===== config.mk =====
export PLATFORM = sky130hd
export DESIGN_NAME = hist_deriv_sequencer_flat
export DESIGN_NICKNAME = d
export VERILOG_FILES = /design/src/rtl/hist_deriv_sequencer_if.sv /design/src/rtl/hist_deriv_sequencer.sv /design/src/flat_wrapper.sv
export SDC_FILE = /design/constraint.sdc
export NUM_CORES = 1
export LEC_CHECK = 0
export ABC_AREA = 0
export CORE_MARGIN = 4
export CORE_UTILIZATION = 49
export DETAILED_ROUTE_END_ITERATION = 16
export GPL_TIMING_DRIVEN = 0
export PLACE_DENSITY = 0.77
export REMOVE_ABC_BUFFERS = 1
export SYNTH_ARGS = -nofsm -noshare
export SYNTH_HDL_FRONTEND = slang
export SYNTH_SLANG_ARGS = --single-unit

===== constraint.sdc =====
create_clock -name i_clk -period 3.7 [get_ports i_clk]
set_input_delay 0.74 -clock i_clk [delete_from_list [all_inputs] [get_ports i_clk]]
set_output_delay 0.74 -clock i_clk [all_outputs]
set_load 0.05 [all_outputs]

===== src/rtl/hist_deriv_sequencer_if.sv =====
// hist_deriv_sequencer_if: histogram RAM read bus (1-cycle read latency).
interface hist_deriv_sequencer_if #(
    parameter int BIN_W  = 16,
    parameter int ADDR_W = 8
);
    logic              o_rd_en;
    logic [ADDR_W-1:0] o_rd_addr;
    logic [BIN_W-1:0]  i_rd_data;
    modport master (output o_rd_en, o_rd_addr, input i_rd_data);
    modport slave  (input o_rd_en, o_rd_addr, output i_rd_data);
endinterface


===== src/rtl/hist_deriv_sequencer.sv =====
// hist_deriv_sequencer: reads histogram bins, streams their derivative, tracks the steepest falling edge.
// Optional macro HIST_DERIV_SAT_EN clamps the derivative to the signed BIN_W range.
module hist_deriv_sequencer #(
    parameter int NUM_BINS = 256,
    parameter int BIN_W    = 16,
    parameter int ADDR_W   = 8
) (
    input  logic                     i_clk,
    input  logic                     i_rst_n,
    input  logic                     i_start,
    input  logic                     i_abort,
    hist_deriv_sequencer_if.master   ram,
    output logic                     o_busy,
    output logic                     o_done,
    output logic                     o_deriv_valid,
    output logic [ADDR_W-1:0]        o_deriv_idx,
    output logic signed [BIN_W:0]    o_deriv,
    output logic [ADDR_W-1:0]        o_peak_idx,
    output logic signed [BIN_W:0]    o_peak_val
);
    typedef enum logic [1:0] {IDLE, READ, DRAIN, DONE} state_t;
    localparam logic [ADDR_W-1:0] LAST = ADDR_W'(NUM_BINS - 1);
    state_t                 state_q, state_d;
    logic [ADDR_W-1:0]      addr_q, addr_d, ridx_q, didx_q, didx_d, pidx_q, pidx_d;
    logic                   drain_q, drain_d, rv_q, rv_d, dv_q, dv_d, kill, clr;
    logic [BIN_W-1:0]       prev_q, prev_d;
    logic signed [BIN_W:0]  d_full, d_use, deriv_q, deriv_d, pval_q, pval_d;
    always_comb begin
        state_d = state_q;
        addr_d  = '0;
        drain_d = 1'b0;
        kill    = (state_q == READ || state_q == DRAIN) && i_abort;
        clr     = (state_q == IDLE && i_start) || kill;
        case (state_q)
            IDLE:  state_d = i_start ? READ : IDLE;
            READ: begin
                state_d = addr_q == LAST ? DRAIN : READ;
                addr_d  = addr_q == LAST ? '0 : addr_q + 1'b1;
            end
            DRAIN: begin
                drain_d = !drain_q;
                state_d = drain_q ? DONE : DRAIN;
            end
            default: state_d = IDLE;
        endcase
        if (kill) begin
            state_d = IDLE;
            addr_d  = '0;
            drain_d = 1'b0;
        end
    end
    // bin 0 has no predecessor, so its derivative is forced to zero
    assign d_full = ridx_q == '0 ? '0 : $signed({1'b0, ram.i_rd_data}) - $signed({1'b0, prev_q});
`ifdef HIST_DERIV_SAT_EN
    localparam logic signed [BIN_W:0] SAT_MAX = (BIN_W+1)'((1 << (BIN_W - 1)) - 1);
    localparam logic signed [BIN_W:0] SAT_MIN = ~SAT_MAX;
    assign d_use = d_full > SAT_MAX ? SAT_MAX : d_full < SAT_MIN ? SAT_MIN : d_full;
`else
    assign d_use = d_full;
`endif
    always_comb begin
        rv_d    = state_q == READ && !kill;
        dv_d    = rv_q && !kill;
        didx_d  = rv_q ? ridx_q : didx_q;
        deriv_d = rv_q ? d_use : deriv_q;
        prev_d  = rv_q ? ram.i_rd_data : prev_q;
        pidx_d  = clr ? '0 : (rv_q && d_use < pval_q) ? ridx_q : pidx_q;
        pval_d  = clr ? '0 : (rv_q && d_use < pval_q) ? d_use : pval_q;
    end
    always_ff @(posedge i_clk or negedge i_rst_n) begin
        if (!i_rst_n) begin
            state_q <= IDLE;
            addr_q  <= '0;
            drain_q <= 1'b0;
            rv_q    <= 1'b0;
            ridx_q  <= '0;
            dv_q    <= 1'b0;
            didx_q  <= '0;
            deriv_q <= '0;
            prev_q  <= '0;
            pidx_q  <= '0;
            pval_q  <= '0;
        end else begin
            state_q <= state_d;
            addr_q  <= addr_d;
            drain_q <= drain_d;
            rv_q    <= rv_d;
            ridx_q  <= addr_q;
            dv_q    <= dv_d;
            didx_q  <= didx_d;
            deriv_q <= deriv_d;
            prev_q  <= prev_d;
            pidx_q  <= pidx_d;
            pval_q  <= pval_d;
        end
    end
    assign o_busy        = state_q != IDLE;
    assign o_done        = state_q == DONE;
    assign ram.o_rd_en   = state_q == READ;
    assign ram.o_rd_addr = addr_q;
    assign o_deriv_valid = dv_q;
    assign o_deriv_idx   = didx_q;
    assign o_deriv       = deriv_q;
    assign o_peak_idx    = pidx_q;
    assign o_peak_val    = pval_q;
endmodule


===== src/flat_wrapper.sv =====
// flat-port wrapper written by rule: the top's interface ports become plain ports
module hist_deriv_sequencer_flat 
#(
    parameter int NUM_BINS = 256,
    parameter int BIN_W    = 16,
    parameter int ADDR_W   = 8
)
  (i_clk, i_rst_n, i_start, i_abort, o_busy, o_done, o_deriv_valid, o_deriv_idx, o_deriv, o_peak_idx, o_peak_val, ram_o_rd_en, ram_o_rd_addr, ram_i_rd_data);
  hist_deriv_sequencer_if #(.BIN_W(BIN_W), .ADDR_W(ADDR_W)) ram_i ();
  input  logic i_clk;
  input  logic i_rst_n;
  input  logic i_start;
  input  logic i_abort;
  output logic o_busy;
  output logic o_done;
  output logic o_deriv_valid;
  output logic [ADDR_W-1:0] o_deriv_idx;
  output logic signed [BIN_W:0] o_deriv;
  output logic [ADDR_W-1:0] o_peak_idx;
  output logic signed [BIN_W:0] o_peak_val;
  output wire logic [$bits(ram_i.o_rd_en)-1:0] ram_o_rd_en;
  output wire logic [$bits(ram_i.o_rd_addr)-1:0] ram_o_rd_addr;
  input wire logic [$bits(ram_i.i_rd_data)-1:0] ram_i_rd_data;
  assign ram_o_rd_en = ram_i.o_rd_en;
  assign ram_o_rd_addr = ram_i.o_rd_addr;
  assign ram_i.i_rd_data = ram_i_rd_data;
  hist_deriv_sequencer #(.NUM_BINS(NUM_BINS), .BIN_W(BIN_W), .ADDR_W(ADDR_W)) u_core (.i_clk(i_clk), .i_rst_n(i_rst_n), .i_start(i_start), .i_abort(i_abort), .ram(ram_i), .o_busy(o_busy), .o_done(o_done), .o_deriv_valid(o_deriv_valid), .o_deriv_idx(o_deriv_idx), .o_deriv(o_deriv), .o_peak_idx(o_peak_idx), .o_peak_val(o_peak_val));
endmodule

==> impl_metrics.py, run 1 <==
metrics = {
    "final_layout": {
        "drive_gt1_frac": 0.277,
        "diodes": 0,
        "final_cell_mix": "dfrtp_1 (86), clkdlybuf4s50_1 (65), nand2_1 (63)",
        "syn_to_final_growth_pct": 38.2,
        "fillers": 714,
        "area.sequential_um2": 2180,
        "stdcell_count": 746,
        "final_common_cell": "dfrtp_1",
        "layout.nets": 666,
        "multi_input_area_um2": 2920,
    },
    "run_status": {
        "violations": "negative setup slack",
        "status": "complete, but fails checks",
    },
    "detailed_routing": {
        "postRouteWirelength_mm": 13.4,
        "drc_errors": 0,
        "wl_per_cell_um": 18.0,
        "dr.pass1.iters": 4,
        "drt_iter0_drc": 207,
        "num_vias": 4232,
        "viasPerCell": 5.67,
        "ant_nets": 0,
    },
    "grt": {
        "first_global_vias": 4336,
        "antenna_found_initial": 0,
        "grt_first_pass_wirelength_mm": 21.2,
        "grt.overflow.total": 0,
        "grt_start_max_net_pins": 65,
        "grt.total_usage": 0.231,
    },
    "placed_design": {
        "dp_cells": 682,
        "portBuffers": 81,
        "dp_hpwl_mm": 8.29,
        "gp_congestion": 0.862,
    },
    "floorplanning": {
        "io-pin-count": 82,
        "die_w_um": 109,
        "die_h_um": 109,
        "core_um2": 9820,
        "die-area_um2": 11800,
        "fp-row-count": 36,
        "initial_utilization": 0.505,
    },
    "sta": {
        "fin_skew_ns": 0.00908,
        "rsz0062_at_grt": "true",
        "period_needed_ns": 4.23,
        "max_clock_freq_mhz": 236,
        "min_period_over_period": 1.14,
        "setup_viol": 25,
        "setup_slack_ns": -0.530,
        "slew_viol_final": 0,
        "slew_headroom": 0.639,
        "hold_viol": 0,
        "worst_pin_slew_ns": 0.537,
    },
    "synthesis": {
        "synth_top_area_share": 0.439,
        "synth_area_leaders": "dfrtp_1 (44%), ha_1 (9.3%), mux2_2 (6.6%), nand2_1 (4.8%), mux2i_1 (4.0%)",
        "synth_enable_flop_cells": 0,
        "synthArstFlopShare": 1.00,
        "yosysWarningCount": 0,
        "yosys.cell_types.count": 56,
        "seq_area_frac_synth": 0.439,
        "synth_top_area_cell": "dfrtp_1",
        "synth_seq_cells": 87,
        "syn_avg_cell_area_um2": 10.2,
        "synthCells": 485,
        "syn_area_um2": 4960,
        "ys.flop_type": "dfrtp_1",
    },
    "cts": {
        "cts_tree": "done",
        "numCtsBuffers": 9,
        "cts_max_level": 3,
        "clk_latency_ns": 0.39,
        "clock-sinks": 87,
        "cts_buffer_depth": 2,
        "ctsHoldBuffers": 0,
        "cts_root_buffer": "clkbuf_8",
        "cts.clk_slew.worst_paths_ns": 0.10,
    },
    "setup_path": {
        "cp_max_fo": 5,
        "crit_path_frequent_cell": "mux2i_2",
        "r2r_cells": 15,
        "path_buf_inv": 4,
        "crit_arrival_ns": 4.55,
        "start_kind": "input port",
        "critPathKind": "in2reg",
        "worst_r2r_endpoint": "u_core.o_peak_val[3]$_DFFE_PN0P_",
        "r2r_slack_ns": -0.49,
        "r2r-start": "u_core.prev_q[0]$_DFFE_PN0P_",
        "crit_family": "simple AND/OR/NAND/NOR gates",
        "worstSetupEndpointType": "flop",
        "slowest_delay_ns": 0.59,
        "cp.required_ns": 4.01,
        "path_cells": "dlygate4sd2_1 > ha_4 > nand4_1 > buf_4 > nor2b_4 > a211o_1 > mux2i_2 > ha_1 > and4_4 > a32o_2 > or4_4 > o21ai_4 > buf_6 > buf_12 > mux2i_2",
        "slowest_stage": "or4_4",
    },
    "job": {
        "drv_cap": 0,
    },
    "min_path": {
        "hold_path_class": "in2async",
    },
}
-- registers in the layout, indices dropped and copies added, names as in the netlist, 2 cells and up --
register / flops
u_core.o_peak_val: 17
u_core.o_deriv: 17
u_core.prev_q: 16
u_core.state_q: 2
u_core.o_peak_idx: 8
u_core.ram.o_rd_addr: 8
u_core.o_deriv_idx: 8
u_core.ridx_q: 8
-- cell type report --
cell class	count	share of cell area
repair buffers	132	0.182
inverters	39	0.0217
multi-input cells	339	0.426
clock inverters	7	0.00895
clock buffers	9	0.0181
well taps	133	0.0243
flip-flops and latches	87	0.318
-- layer usage --
metal / track usage / vias up / part of all wire
met4: 0.102 / 0 / 0.033
li1: - / 1970 / -
met5: 0 / - / 0
met2: 0.392 / 143 / 0.49
met3: 0.0537 / 43 / 0.059
met1: 0.281 / 2076 / 0.42
-- repair_timing --
item / CTS / global route
pin swaps: 34 / 35
resized for setup: 87 / 30
gates cloned: 2 / 0
buffers inserted: 30 / 17
endpoints found under the setup margin: 25 / 25
-- stage by stage --
stage          hold slack [ns]  utilization  setup WS (ns)  area (um^2)  setup TNS [ns]
3_5_place_dp             0.435        0.601          -2.25         5910          -51.82
6_report                 0.240        0.698         -0.530         6850          -12.31
2_1_floorplan            0.444            -          -1.05         4850          -21.50
3_3_place_gp             0.445        0.593          -2.18         5820         -154.40
4_1_cts                  0.246        0.680         -0.415         6680           -9.97
5_1_grt                  0.266        0.698         -0.616         6850          -14.36
-- worst reg2reg max path: stages, from the launching register on --
cell and delay [ns]:
dfrtp_1 0.42, ha_4 0.18, fa_2 0.35, nor2b_2 0.14
o211a_1 0.19, o22a_2 0.21, a211o_1 0.23, mux2i_2 0.35
ha_1 0.33, and4_4 0.18, a32o_2 0.27, or4_4 0.59
o21ai_4 0.20, buf_6 0.15, buf_12 0.12, mux2i_2 0.20
-- worst max-delay path by stage --
stage	from	endpoint	slack, ns	depth (start not counted)
after global placement	ram_i_rd_data[0]	u_core.o_peak_val[15]$_DFFE_PN0P_	-2.18	16
after CTS	ram_i_rd_data[0]	u_core.o_peak_idx[5]$_DFFE_PN0P_	-0.41	17
after floorplan	ram_i_rd_data[0]	u_core.o_peak_val[15]$_DFFE_PN0P_	-1.05	15
after detailed placement	ram_i_rd_data[0]	u_core.o_peak_val[15]$_DFFE_PN0P_	-2.25	16
final	ram_i_rd_data[10]	u_core.o_peak_val[3]$_DFFE_PN0P_	-0.53	15
after global routing	ram_i_rd_data[10]	u_core.o_peak_idx[5]$_DFFE_PN0P_	-0.62	16
-- synth_stat cells, types with 4 or more instances --
| cell | count |
|---|---|
| dfrtp_1 | 87 |
| nand2_1 | 64 |
| inv_1 | 39 |
| ha_1 | 37 |
| mux2_2 | 29 |
| o21ai_0 | 22 |
| a21oi_1 | 20 |
| mux2i_1 | 20 |
| clkbuf_1 | 15 |
| nor2_1 | 15 |
| nand3_1 | 13 |
| nor3_1 | 11 |
| a21o_1 | 8 |
| o2111a_1 | 8 |
| nor2b_1 | 7 |
| and3_1 | 6 |
| nand4_1 | 6 |
| o21a_1 | 6 |
| xor2_1 | 6 |
| a211o_1 | 5 |
| and2_1 | 4 |
| and4_1 | 4 |
-- cells by family (layout without fill, tap and decap cells) --
group                      Yosys count  count (layout)  share of synthesized area
and+or+nand+nor                    146             146                      0.146
AOI/OAI and AO/OA                   98              99                      0.147
DFF                                 87              87                      0.439
buffers and inverters               60             187                     0.0515
muxes                               49              49                      0.106
adders and majority gates           38              38                     0.0974
xor gates and xnor gates             7               7                     0.0124
Power of run 1 is not shown: default switching activity piles up to over one toggle a cycle in this logic, so the estimate is an artifact.
==> run 2: changes to the inputs <==
--- a/config.mk
+++ b/config.mk
@@ -6,6 +6,7 @@
 export NUM_CORES = 1
 export LEC_CHECK = 0
 export ABC_AREA = 0
+export CORE_ASPECT_RATIO = 2
 export CORE_MARGIN = 4
 export CORE_UTILIZATION = 49
 export DETAILED_ROUTE_END_ITERATION = 16
==> impl_metrics.py, run 2 (synthesized netlist as in run 1, its figures left out) <==
metrics = {
    "final_layout": {
        "layout.nets": 656,
        "drive_gt1_frac": 0.247,
        "fillers": 706,
        "final_cell_mix": "dfrtp_1 (86), clkdlybuf4s50_1 (66), nand2_1 (63)",
        "multi_input_area_um2": 2920,
        "area.sequential_um2": 2180,
        "syn_to_final_growth_pct": 39.6,
        "final_common_cell": "dfrtp_1",
        "diodes": 0,
    },
    "detailed_routing": {
        "drt_iter0_drc": 201,
        "num_vias": 4156,
        "postRouteWirelength_mm": 13.5,
        "drc_errors": 0,
        "dr.pass1.iters": 4,
        "ant_nets": 0,
        "viasPerCell": 5.65,
        "wl_per_cell_um": 18.3,
    },
    "floorplanning": {
        "initial_utilization": 0.504,
        "core_um2": 9830,
        "die_w_um": 79.1,
        "die_h_um": 150,
        "fp-row-count": 51,
        "die-area_um2": 11900,
        "io-pin-count": 82,
    },
    "setup_path": {
        "setup.worst_path.start": "ram_i_rd_data[9]",
        "critPathKind": "in2reg",
        "start_kind": "input port",
        "path_cells": "dlygate4sd2_1 > ha_4 > nand4_1 > nor2_1 > o32a_1 > a41oi_2 > mux2i_2 > ha_1 > a21o_1 > a21o_1 > a32o_2 > or4_4 > buf_6 > o21ai_4 > buf_12 > mux2i_1",
        "cp_max_fo": 8,
        "worst_r2r_endpoint": "u_core.o_peak_idx[0]$_DFFE_PN0P_",
        "worstSetupEndpointType": "flop",
        "r2r-start": "u_core.prev_q[0]$_DFFE_PN0P_",
        "cp-endpoint": "u_core.o_peak_idx[0]$_DFFE_PN0P_",
        "r2r_cells": 16,
        "r2r_slack_ns": -0.52,
        "crit_path_frequent_cell": "a21o_1",
        "slowest_delay_ns": 0.59,
        "slowest_stage": "or4_4",
        "cp.required_ns": 3.97,
        "crit_arrival_ns": 4.59,
    },
    "cts": {
        "cts_root_buffer": "clkbuf_16",
        "clk_latency_ns": 0.35,
        "clock-sinks": 87,
        "cts_tree": "done",
        "cts.clk_slew.worst_paths_ns": 0.07,
        "cts_max_level": 3,
        "cts_buffer_depth": 2,
        "numCtsBuffers": 9,
    },
    "run_status": {
        "violations": "negative setup slack",
        "status": "complete, but fails checks",
    },
    "placed_design": {
        "portBuffers": 81,
        "dp_hpwl_mm": 8.72,
        "gp_congestion": 0.868,
    },
    "sta": {
        "slew_viol_final": 0,
        "max_clock_freq_mhz": 231,
        "hold_slack_ns": 0.297,
        "hold_viol": 0,
        "setup_tns_ns": -14.46,
        "slew_headroom": 0.645,
        "period_needed_ns": 4.32,
        "rsz0062_at_grt": "true",
        "worst_pin_slew_ns": 0.530,
        "fin_skew_ns": 0.00994,
        "setup_viol": 25,
        "min_period_over_period": 1.17,
        "setup_slack_ns": -0.624,
    },
    "grt": {
        "grt.overflow.total": 0,
        "antenna_found_initial": 0,
        "grt_start_max_net_pins": 66,
        "first_global_vias": 4400,
        "grt_first_pass_wirelength_mm": 21.4,
        "grt.total_usage": 0.230,
    },
    "min_path": {
        "hold_path_class": "in2async",
    },
    "job": {
        "drv_cap": 0,
    },
}
[run 2: layer usage]
metal	global-route usage	routed length, um	vias up
met3	0.0479	626	34
met1	0.242	4770	2053
met2	0.421	7610	122
met4	0.116	458	0
met5	0	0	-
li1	-	-	1947
[run 2: worst min-delay path by stage]
| stage | from | to | cells after the start |
|---|---|---|---|
| 2_1_floorplan | i_rst_n | u_core.drain_q$_DFF_PN0_ | 0 |
| 3_3_place_gp | u_core.ram.o_rd_addr[4]$_DFF_PN0_ | u_core.ridx_q[4]$_DFF_PN0_ | 0 |
| 3_5_place_dp | u_core.ram.o_rd_addr[4]$_DFF_PN0_ | u_core.ridx_q[4]$_DFF_PN0_ | 0 |
| 4_1_cts | i_rst_n | u_core.o_deriv[13]$_DFFE_PN0P_ | 1 |
| 5_1_grt | i_rst_n | u_core.o_deriv[14]$_DFFE_PN0P_ | 1 |
| 6_report | i_rst_n | u_core.o_deriv[16]$_DFFE_PN0P_ | 1 |
[run 2: layout make-up]
class	count	area share
multi-input combinational	339	0.422
sequential	87	0.315
timing repair buffer	122	0.176
clock buffer	9	0.0325
tap	132	0.0239
inverter	39	0.0215
clock inverter	7	0.00940
[run 2: what timing repair did]
| action | CTS | global route |
|---|---|---|
| setup buffers | 24 | 12 |
| resized for setup | 88 | 12 |
| setup endpoints to repair | 25 | 25 |
| hold buffers | 0 | 0 |
| pin swaps | 30 | 20 |
| gates cloned | 1 | 1 |
[run 2: worst max-delay path, delay by kind of cell]
| family | cells | cell delay (ns) |
|---|---|---|
| AOI/OAI and AO/OA | 6 | 1.36 |
| and+or+nand+nor | 3 | 0.84 |
| muxes | 2 | 0.49 |
| buffers and inverters | 3 | 0.59 |
| adders and majority gates | 2 | 0.56 |
[run 2: through the flow]
stage               setup slack (ns)  cell area [um^2]  std cells   util
global route                  -0.718              6920        735  0.704
detailed placement             -2.34              5900        681  0.601
CTS                           -0.478              6760        722  0.688
global placement               -2.26              5820        677  0.593
finish                        -0.624              6920        735  0.704
floorplan                      -1.05              4850        464      -
Power of run 2 is left out for the same reason.
==> run 3: changes to the inputs <==
--- a/config.mk
+++ b/config.mk
@@ -7,7 +7,7 @@
 export LEC_CHECK = 0
 export ABC_AREA = 0
 export CORE_ASPECT_RATIO = 2
-export CORE_MARGIN = 4
+export CORE_MARGIN = 2
 export CORE_UTILIZATION = 49
 export DETAILED_ROUTE_END_ITERATION = 16
 export GPL_TIMING_DRIVEN = 0
==> impl_metrics.py, run 3 (synthesized netlist as in run 1, its figures left out) <==
metrics = {
    "floorplanning": {
        "fp-row-count": 52,
        "core_um2": 9950,
        "io-pin-count": 82,
        "die-area_um2": 11000,
        "die_w_um": 75.1,
        "initial_utilization": 0.498,
        "die_h_um": 146,
    },
    "grt": {
        "grt_first_pass_wirelength_mm": 20.0,
        "antenna_found_initial": 0,
        "grt.total_usage": 0.236,
        "grt_start_max_net_pins": 59,
        "first_global_vias": 4110,
        "grt.overflow.total": 0,
    },
    "setup_path": {
        "slowest_delay_ns": 0.58,
        "path_cells": "clkdlybuf4s15_1 > ha_4 > a211o_1 > buf_4 > o221ai_2 > a31oi_2 > mux2i_2 > ha_1 > and4_4 > a32o_2 > or4_4 > o21ai_4 > buf_6 > buf_6 > mux2i_1",
        "cp.required_ns": 3.96,
        "start_kind": "input port",
        "cp_max_fo": 7,
        "crit_path_frequent_cell": "buf_6",
        "slowest_stage": "or4_4",
        "crit_family": "compound AO/OA/AOI/OAI gates",
        "worstSetupEndpointType": "flop",
        "crit_arrival_ns": 4.56,
        "critPathKind": "in2reg",
        "path_buf_inv": 4,
    },
    "detailed_routing": {
        "wl_per_cell_um": 17.2,
        "num_vias": 4230,
        "postRouteWirelength_mm": 12.8,
        "dr.pass1.iters": 6,
        "viasPerCell": 5.66,
        "ant_nets": 0,
        "drc_errors": 0,
        "drt_iter0_drc": 284,
    },
    "final_layout": {
        "drive_gt1_frac": 0.283,
        "final_cell_mix": "dfrtp_1 (86), clkdlybuf4s50_1 (65), nand2_1 (62)",
        "diodes": 0,
        "layout.nets": 665,
        "final_common_cell": "dfrtp_1",
        "syn_to_final_growth_pct": 42.9,
        "fin_area_um2": 7080,
    },
    "cts": {
        "cts_buffer_depth": 2,
        "clk_latency_ns": 0.35,
        "cts_tree": "done",
        "numCtsBuffers": 9,
        "clock-sinks": 87,
        "cts_root_buffer": "clkbuf_16",
        "cts_max_level": 3,
        "cts.clk_slew.worst_paths_ns": 0.07,
    },
    "sta": {
        "fin_skew_ns": 0.00704,
        "min_period_over_period": 1.16,
        "slew_headroom": 0.484,
        "setup_viol": 25,
        "rsz0062_at_grt": "true",
        "max_clock_freq_mhz": 233,
        "period_needed_ns": 4.30,
        "slew_viol_final": 0,
        "hold_viol": 0,
        "worst_pin_slew_ns": 0.774,
        "setup_slack_ns": -0.598,
    },
    "run_status": {
        "status": "complete, but fails checks",
        "violations": "negative setup slack",
    },
    "min_path": {
        "hold_path_class": "in2async",
    },
    "placed_design": {
        "portBuffers": 81,
        "placed_cell_area_um2": 5910,
        "gp_congestion": 0.818,
        "dp_hpwl_mm": 7.82,
    },
    "job": {
        "drv_cap": 0,
    },
}
## run 3: changes by cell type in the layout (fill, tap and decap cells not counted), sizes merged
| cell | before | now |
|---|---|---|
| dlymetal6s2s | 0 | 1 |
| clkbuf | 11 | 13 |
| clkdlybuf4s50 | 66 | 65 |
| dlygate4sd2 | 11 | 5 |
| clkinv | 3 | 1 |
| bufinv | 0 | 1 |
| buf | 43 | 54 |
| clkdlybuf4s15 | 0 | 3 |
## run 3: final timing paths
kind                                                          to  cells after the start  slack, ns                               from
worst max register to register  u_core.o_peak_val[5]$_DFFE_PN0P_                     15      -0.53       u_core.prev_q[0]$_DFFE_PN0P_
worst min-delay path            u_core.o_peak_val[2]$_DFFE_PN0P_                      1       0.33                            i_rst_n
max in group asynchronous         u_core.o_deriv[12]$_DFFE_PN0P_                      2       2.76                            i_rst_n
worst min register to register        u_core.ridx_q[4]$_DFF_PN0_                      0       0.48  u_core.ram.o_rd_addr[4]$_DFF_PN0_
worst max-delay path            u_core.o_peak_val[5]$_DFFE_PN0P_                     15      -0.60                   ram_i_rd_data[4]
min in group i_clk                    u_core.ridx_q[4]$_DFF_PN0_                      0       0.48  u_core.ram.o_rd_addr[4]$_DFF_PN0_
## run 3: final cells by class
class	instances	area, um^2
multi-input cells	339	2990
flip-flops and latches	87	2180
inverters	39	149
clock buffers	10	229
repair buffers	131	1290
clock inverters	6	76.3
fillers	695	2870
well taps	135	169
## run 3: metrics by stage
step / TNS (ns) / utilization / worst slack (ns) / std cells / hold WS, ns
3_5_place_dp: -53.52 / 0.594 / -2.32 / 684 / 0.446
5_1_grt: -15.00 / 0.712 / -0.681 / 747 / 0.357
3_3_place_gp: -166.66 / 0.585 / -2.25 / 680 / 0.448
4_1_cts: -12.07 / 0.688 / -0.549 / 731 / 0.338
6_report: -13.05 / 0.712 / -0.598 / 747 / 0.326
2_1_floorplan: -21.50 / - / -1.05 / 464 / 0.444
## run 3: what timing repair did
item	in CTS	in global routing
buffers inserted	28	18
setup endpoints to repair	25	25
gates cloned	3	0
pin swaps	37	33
hold buffers	0	0
gates resized for setup	91	40
## run 3: layer usage
layer	global-route usage	part of all wire	wire, um	vias to the layer above
li1	-	-	-	1981
met1	0.316	0.41	5320	2066
met2	0.365	0.50	6370	149
met3	0.0552	0.054	690	34
met4	0.0902	0.035	448	0
met5	0	0	0	-
Power of run 3 is left out for the same reason.
